### config.mk
export PLATFORM = sky130hd
export DESIGN_NAME = instruction_fetch
export DESIGN_NICKNAME = d
export VERILOG_FILES = /design/src/rtl/riscv_pkg.sv /design/src/rtl/if_id_register.sv /design/src/rtl/instruction_fetch.sv
export SDC_FILE = /design/constraint.sdc
export NUM_CORES = 1
export LEC_CHECK = 0
export ABC_CLOCK_PERIOD_IN_PS = 5600
export BUFFER_PORTS_ARGS = -buffer_cell sky130_fd_sc_hd__buf_2
export CAP_MARGIN = 10
export CORE_MARGIN = 1.5
export CORE_UTILIZATION = 50
export DETAILED_ROUTE_END_ITERATION = 12
export GPL_TIMING_DRIVEN = 0
export PLACE_DENSITY = 0.87
export SLEW_MARGIN = 25
export SYNTH_ARGS = -nofsm -noshare
export SYNTH_HDL_FRONTEND = slang
export SYNTH_SLANG_ARGS = --single-unit
### constraint.sdc
create_clock -name clk -period 5.6 [get_ports clk]
set_input_delay 1.12 -clock clk [delete_from_list [all_inputs] [get_ports clk]]
set_output_delay 1.12 -clock clk [all_outputs]
set_load 0.005 [all_outputs]
### src/rtl/riscv_pkg.sv
// Shared core constants: NOP encoding, fetch FSM
// state codes and the default boot address.
package riscv_pkg;

  localparam logic [31:0] NOP_INSTR        = 32'h0000_0013;
  localparam logic [31:0] DEFAULT_RESET_PC = 32'h0040_0000;

  localparam logic [1:0] ST_BOOT  = 2'd0;
  localparam logic [1:0] ST_RUN   = 2'd1;
  localparam logic [1:0] ST_FAULT = 2'd2;

endpackage

### src/rtl/if_id_register.sv
// IF/ID pipeline holding register with enable,
// flush-to-NOP and asynchronous active-low reset.
module if_id_register
  import riscv_pkg::*;
#(
  parameter int DATA_WIDTH = 32
) (
  input  logic                  clk,
  input  logic                  reset,
  input  logic                  en,
  input  logic                  flush,
  input  logic [DATA_WIDTH-1:0] pc_d,
  input  logic [DATA_WIDTH-1:0] pc_plus4_d,
  input  logic [DATA_WIDTH-1:0] instr_d,
  output logic [DATA_WIDTH-1:0] pc_q,
  output logic [DATA_WIDTH-1:0] pc_plus4_q,
  output logic [DATA_WIDTH-1:0] instr_q,
  output logic                  valid_q
);

  localparam logic [DATA_WIDTH-1:0] NOP =
    DATA_WIDTH'(NOP_INSTR);

  // Flush wins over capture; PC fields are kept on
  // flush since only valid/instruction are meaningful.
  always_ff @(posedge clk or negedge reset) begin
    if (!reset) begin
      pc_q       <= '0;
      pc_plus4_q <= '0;
      instr_q    <= NOP;
      valid_q    <= 1'b0;
    end else if (flush) begin
      instr_q    <= NOP;
      valid_q    <= 1'b0;
    end else if (en) begin
      pc_q       <= pc_d;
      pc_plus4_q <= pc_plus4_d;
      instr_q    <= instr_d;
      valid_q    <= 1'b1;
    end
  end

endmodule

### src/rtl/instruction_fetch.sv
// Instruction fetch stage: PC, BOOT/RUN/FAULT FSM,
// fetch counter and the IF/ID register.
module instruction_fetch
  import riscv_pkg::*;
#(
  parameter int DATA_WIDTH = 32,
  parameter logic [DATA_WIDTH-1:0] RESET_PC =
    DATA_WIDTH'(DEFAULT_RESET_PC),
  parameter int MEMORY_DEPTH = 32
) (
  input  logic                  clk,
  input  logic                  reset,
  input  logic                  Stall_i,
  input  logic                  Redirect_i,
  input  logic [DATA_WIDTH-1:0] Redirect_Target_i,
  output logic [DATA_WIDTH-1:0] Instr_Addr_o,
  input  logic [DATA_WIDTH-1:0] Instruction_i,
  output logic [DATA_WIDTH-1:0] IFID_PC_o,
  output logic [DATA_WIDTH-1:0] IFID_PC_Plus4_o,
  output logic [DATA_WIDTH-1:0] IFID_Instruction_o,
  output logic                  IFID_Valid_o,
  output logic                  Fault_o,
  output logic [DATA_WIDTH-1:0] Fetch_Count_o
);

  localparam int W2 = DATA_WIDTH + 2;
  localparam logic [W2-1:0] WIN_LO = {2'b00, RESET_PC};
  localparam logic [W2-1:0] WIN_HI =
    WIN_LO + W2'(4 * MEMORY_DEPTH);

  logic [1:0]            state;
  logic [1:0]            state_nxt;
  logic [DATA_WIDTH-1:0] pc;
  logic [DATA_WIDTH-1:0] pc_nxt;
  logic [DATA_WIDTH-1:0] pc_plus4;
  logic [DATA_WIDTH-1:0] count;
  logic [DATA_WIDTH-1:0] count_nxt;
  logic                  pc_ok;
  logic                  cap;
  logic                  flush;

  assign pc_plus4 = pc + DATA_WIDTH'(4);

  // Window bounds widened so the upper limit never wraps.
  assign pc_ok = ({2'b00, pc} >= WIN_LO) &&
                 ({2'b00, pc} <  WIN_HI);

  // Next-state decode: fault > redirect > stall > step.
  always_comb begin
    state_nxt = state;
    pc_nxt    = pc;
    count_nxt = count;
    cap       = 1'b0;
    flush     = 1'b0;
    unique case (state)
      ST_BOOT: begin
        state_nxt = ST_RUN;
      end
      ST_RUN: begin
        if (!pc_ok) begin
          state_nxt = ST_FAULT;
          flush     = 1'b1;
        end else if (Redirect_i) begin
          flush = 1'b1;
          if (Redirect_Target_i[1:0] != 2'b00)
            state_nxt = ST_FAULT;
          else
            pc_nxt = Redirect_Target_i;
        end else if (!Stall_i) begin
          cap       = 1'b1;
          pc_nxt    = pc_plus4;
          count_nxt = count + DATA_WIDTH'(1);
        end
      end
      ST_FAULT: begin
        flush = 1'b1;
      end
      default: begin
        state_nxt = ST_FAULT;
        flush     = 1'b1;
      end
    endcase
  end

  // State, PC and counter registers.
  always_ff @(posedge clk or negedge reset) begin
    if (!reset) begin
      state <= ST_BOOT;
      pc    <= RESET_PC;
      count <= '0;
    end else begin
      state <= state_nxt;
      pc    <= pc_nxt;
      count <= count_nxt;
    end
  end

  if_id_register #(
    .DATA_WIDTH (DATA_WIDTH)
  ) u_if_id (
    .clk        (clk),
    .reset      (reset),
    .en         (cap),
    .flush      (flush),
    .pc_d       (pc),
    .pc_plus4_d (pc_plus4),
    .instr_d    (Instruction_i),
    .pc_q       (IFID_PC_o),
    .pc_plus4_q (IFID_PC_Plus4_o),
    .instr_q    (IFID_Instruction_o),
    .valid_q    (IFID_Valid_o)
  );

  assign Instr_Addr_o  = pc;
  assign Fault_o       = (state == ST_FAULT);
  assign Fetch_Count_o = count;

endmodule

# Yosys cells after proc, flatten, opt, wreduce, memory -nomap -nowiden
# Cells that the tools add are included.
word_totals:
  reg_bits: 163
  out_inout_bits: 162
  wordCells: 47
op_classes:
  n_addsub: 2
  magnitude_cmp: 2
  eq_ne: 6
  n_mux: 18
  n_bitwise: 4
  reduce_logical: 8
op_table:
  columns: ["cell", "count"]
  rows:
  - ["two-way mux 32 bit", 5]
  - ["adder 32 x 1 -> 32 bit (second input constant)", 1]
  - ["adder 32 x 3 -> 32 bit (second input constant)", 1]
  - [">= comparator 32 x 23 -> 1 bit (second input constant)", 1]
  - ["< comparator 32 x 23 -> 1 bit (second input constant)", 1]
  - ["two-way mux 1 bit", 8]
  - ["AND reduction 4 bit", 2]
  - ["two-way mux 2 bit", 3]
  - ["inequality test 3 bit (second input constant)", 2]
  - ["case mux 2 bit (3 select lines)", 1]
  - ["inverter 1 bit", 4]
  - ["nonzero test 2 bit", 2]
  - ["AND reduction 3 bit", 1]
  - ["equality test 2 x 1 -> 1 bit (second input constant)", 1]
  - ["equality test 2 bit (second input constant)", 1]
  - ["logical NOT 2 bit", 1]
  - ["inequality test 2 x 1 -> 1 bit (second input constant)", 1]
  - ["inequality test 2 bit (second input constant)", 1]
  - ["case mux 1 bit (2 select lines)", 1]
  - ["AND reduction 2 bit", 1]
  - ["logical AND 1 bit", 1]

# Longest topological paths before layout
logic_depth:
  ltp_word: 6
  mapped_depth: 7
  depth_no_buf: 6

# By module
# Synthesis repeated with hierarchy kept, for this count alone.
unflattened:
  hier_cells: 600
  hier_area_um2: 7617.3
by_module_without_submodules:
  columns: ["mod", "n_inst", "cells_each", "area_each_um2"]
  rows:
  - ["if_id_register", 1, 243, 4020.1]
  - ["instruction_fetch", 1, 357, 3597.2]

# Worst setup path after synthesis
# No wires, ideal clock.
synth_timing:
  kind: "input-to-reg"
  from: "input Redirect_i"
  to: "register count[1] (netlist: Fetch_Count_o[1])"
  arrival_time_ps: 2504
  slack_ps: 2971
  path_stages: 4
  path_buffers: 1
  cell_sequence: "or4b_4 > nor3_4 > buf_2 > mux2_2"
synth_between:
  elab_chain_cells: 2
synth_lines:
  columns: ["item", "line", "text"]
  rows:
  - ["from (decl)", "instruction_fetch.sv:14", "input logic Redirect_i,"]
  - ["inverter 1 bit (no line)", null, null]
  - ["AND reduction 4 bit (no line)", null, null]
  - ["to (signal assigned)", "instruction_fetch.sv:94", "count <= count_nxt;"]
  - ["to (decl)", "instruction_fetch.sv:36", "logic [DATA_WIDTH-1:0] count;"]
# Every way passes these cells.
# A chain may end at the register's enable or synchronous reset.

# Final worst setup path
layout_timing:
  from: "input Redirect_i"
  to: "register u_if_id.pc_q[1]"
layout_between:
  elab_chain_cells: 5
layout_lines:
  columns: ["item", "line", "text"]
  rows:
  - ["two-way mux 1 bit", "instruction_fetch.sv:63", "end else if (Redirect_i) begin"]
  - ["two-way mux 1 bit", "instruction_fetch.sv:60", "if (!pc_ok) begin"]
  - ["case mux 1 bit (2 select lines)", "instruction_fetch.sv:55", "unique case (state)"]
  - ["inverter 1 bit (no line)", null, null]
  - ["AND reduction 2 bit (no line) (*)", null, null]
  - ["to (signal assigned)", "if_id_register.sv:36", "pc_q <= pc_d;"]
  - ["to (decl)", "if_id_register.sv:15", "output logic [DATA_WIDTH-1:0] pc_q,"]
# Every way passes the cells marked *; elsewhere a longest branch is shown, timed or not.

==> out/results.tsv <==
metric	value	unit
Final Critical Period	2.76	ns
Synth cell types	57	
most frequent cells in the layout	buf_2 (235), dfrtp_1 (157), nor2b_1 (48)	
Synth Cell Area	0.00657	sq mm
total gr overflow	0	
Post-CTS Resized	0	
Synth Register Bits	161	
Worst-path clk slew	0.06	ns
met2 WL	7960	microns
Routed met1 length	6760	microns
CTS Buf Count	17	
outcome	complete, no violations	
Core Area	0.0127	sq mm
Final setup viols	0	
Die Span Y	118	microns
Comb pwr share	4.4	%
Lkg Pwr	4.70	nW
Fill cells	1004	
Top FF cell, synth	dfrtp_1	
DR top layer	met4	
CTS sink cnt	161	
initial antenna violation count	0	
crit path capture	u_if_id.pc_q[1]$_DFFE_PN0P_	
Synth Instances	540	
Tot GR Track Use	23.8	%
Reg-to-Reg End	u_if_id.instr_q[7]$_DFFE_PN0P_	
largest net degree at the start of global routing	60	
io pins	230	
FMAX	0.363	GHz
final hold vios	0	
Sum Neg Setup Slack	0	ns
crit-path max FO	10	
clk_lat worst skew	0.42	ns
crit path launch	Redirect_i	
DR vias/cell	5.37	
Tcrit/Tclk final	49.2	%
Max IR drop VDD	0.202	mV
MaxCap Viol Count	0	
CTS tree	done	
Layout Nets	861	
asr flop ratio synth	100	%
layout cell share with drive strength beyond 1	37.6	%
Routed WL	16100	microns
syn nets	611	
Synth Area per Inst	12.2	sq um
Int Power	0.00190	W
warnings from Yosys	0	
Worst R2R Path Depth	6	
Post-DRT Antenna Nets	0	
critical path class	input port to register	
Clock Path Buffers	2	
Residual DRC	0	
crit-path most repeated cell	buf_2	
# hold bufs at CTS	0	
gp weighted congestion	0.871	
hpwl dp	11900	microns
PwrDens	282	mW/mm^2
flop2flop setup slack	3.06	ns
first-pass GRT wire length	25900	microns
DIE AREA	0.0138	sq mm
RR Startpoint	Instr_Addr_o[22]$_DFFE_PN1P_	
WP data arrival	3.11	ns
Syn-to-layout area delta	30.3	%
Post-CTS Setup Repair Bufs	0	
RSZ-0062 raised after global routing	no	
sequential area share after synthesis	61.4	%
H-tree Lvls	4	
Flop pwr share	49.3	%
Die Wd	118	microns
CP peak stage delay	0.55	ns
Hold/Removal Path Class	register to register	
Slew headroom	51.0	%
critical path launch point type	input port	
vias post-DR	5221	
vias in the first global route	5128	
Ant. Diodes	0	
Data required, critical path	5.95	ns
EDFF count, synth	0	
Sw Share	21.1	%
most common cell after layout, fill and taps aside	buf_2	
worst slack at placement	2.37	ns
CP max stage cell	or4b_4	
final worst slack	2.84	ns
worst slew pin tran	0.728	ns
WL met3	956	microns
drt first pass iters	5	
critical-path cell list	buf_2 -> or4b_4 -> nor3_4 -> buf_2 -> buf_2 -> nand2_1 -> nand2_1	
Initial Utilization	51.6	%
Setup Skew	0.00914	ns
IO Port Bufs	229	
Root Buffer	clkbuf_16	
Worst setup EP type	register	
FP Rows	41	
WL/cell	16.6	microns
Final Max Tran Viols	0	
Switch Pwr	0.000508	W
initial drt markers	289	
Clock power frac	46.3	%
worst min path at each step:
stage                                                  from                                end  depth (start not counted)
after global placement       u_if_id.instr_q[4]$_DFFE_PN1P_     u_if_id.instr_q[4]$_DFFE_PN1P_                          2
after CTS                 u_if_id.pc_plus4_q[3]$_DFFE_PN0P_  u_if_id.pc_plus4_q[3]$_DFFE_PN0P_                          2
after floorplan              u_if_id.instr_q[0]$_DFFE_PN1P_     u_if_id.instr_q[0]$_DFFE_PN1P_                          2
final                         Fetch_Count_o[31]$_DFFE_PN0P_      Fetch_Count_o[31]$_DFFE_PN0P_                          1
after global routing         u_if_id.instr_q[0]$_DFFE_PN1P_     u_if_id.instr_q[0]$_DFFE_PN1P_                          2
after detailed placement  u_if_id.pc_plus4_q[3]$_DFFE_PN0P_  u_if_id.pc_plus4_q[3]$_DFFE_PN0P_                          2
Yosys cell counts, types with 8 or more instances:
| master | n | area, sq um |
|---|---|---|
| o21ai_0 | 10 | 50.1 |
| nor2_1 | 18 | 67.6 |
| nand2_1 | 37 | 139 |
| nor3_1 | 8 | 40.0 |
| a21o_1 | 8 | 60.1 |
| o21bai_1 | 16 | 120 |
| nand3_1 | 23 | 115 |
| xor2_1 | 12 | 105 |
| clkbuf_1 | 12 | 45.0 |
| a21oi_1 | 14 | 70.1 |
| nand4_1 | 17 | 106 |
| a22o_1 | 29 | 254 |
| xnor2_1 | 23 | 201 |
| nor2b_1 | 48 | 300 |
| dfrtp_1 | 157 | 3930 |
| inv_1 | 8 | 30.0 |
| nor4_1 | 8 | 50.1 |
cell type report:
| class | instances | area (sq um) | area share, % |
|---|---|---|---|
| clock inverters | 6 | 82.6 | 0.965 |
| flip-flops and latches | 161 | 4030 | 47.1 |
| plain buffers | 26 | 144 | 1.68 |
| multi-input cells | 344 | 2360 | 27.6 |
| repair buffers | 231 | 1210 | 14.1 |
| well taps | 172 | 215 | 2.51 |
| inverters | 9 | 33.8 | 0.395 |
| clock buffers | 23 | 478 | 5.58 |
critical path, delay by kind of cell:
kind / cells / cell delay [ns]
simple gates: 4 / 1.22
buf+inv: 3 / 0.76
sequential cells by signal, indices dropped and copies added (netlist names):
signal	cells
u_if_id.pc_q	32
state	2
Fetch_Count_o	32
u_if_id.pc_plus4_q	30
Instr_Addr_o	32
u_if_id.valid_q	1
u_if_id.instr_q	32
kinds of logic after synthesis:
group,Yosys count,share of synthesized area [%]
buf+inv,35,2.71
compound gates,99,11.0
fa+ha+maj,3,0.572
flops,161,61.4
mux,2,0.324
simple gates,205,19.3
xor+xnor,35,4.67
per-layer routing:
metal / vias up / global-route usage, %
met4: 0 / 10.5
met1: 2552 / 30.7
met3: 43 / 5.38
li1: 2403 / -
met5: - / 0
met2: 223 / 38.8
power groups by stage:
stage,combinational (W),clock (W),sequential [W]
after global placement,0.0000994,0,0.00121
final,0.000106,0.00111,0.00119
after global routing,0.000118,0.00119,0.00119
after CTS,0.000107,0.00113,0.00119
after detailed placement,0.000107,0,0.00121
after floorplan,0.0000363,0,0.00121
metrics by stage:
stage	area [sq um]	hold slack (ns)	power (W)	instances	utilization, %
floorplan	6570	0.449	0.00124	540	-
finish	8560	0.468	0.00241	972	67.3
global placement	7930	0.444	0.00131	941	62.3
global route	8560	0.483	0.00249	972	67.3
CTS	8560	0.473	0.00242	972	67.3
detailed placement	8000	0.460	0.00132	943	62.9
Power figures use the tool's default switching activity.
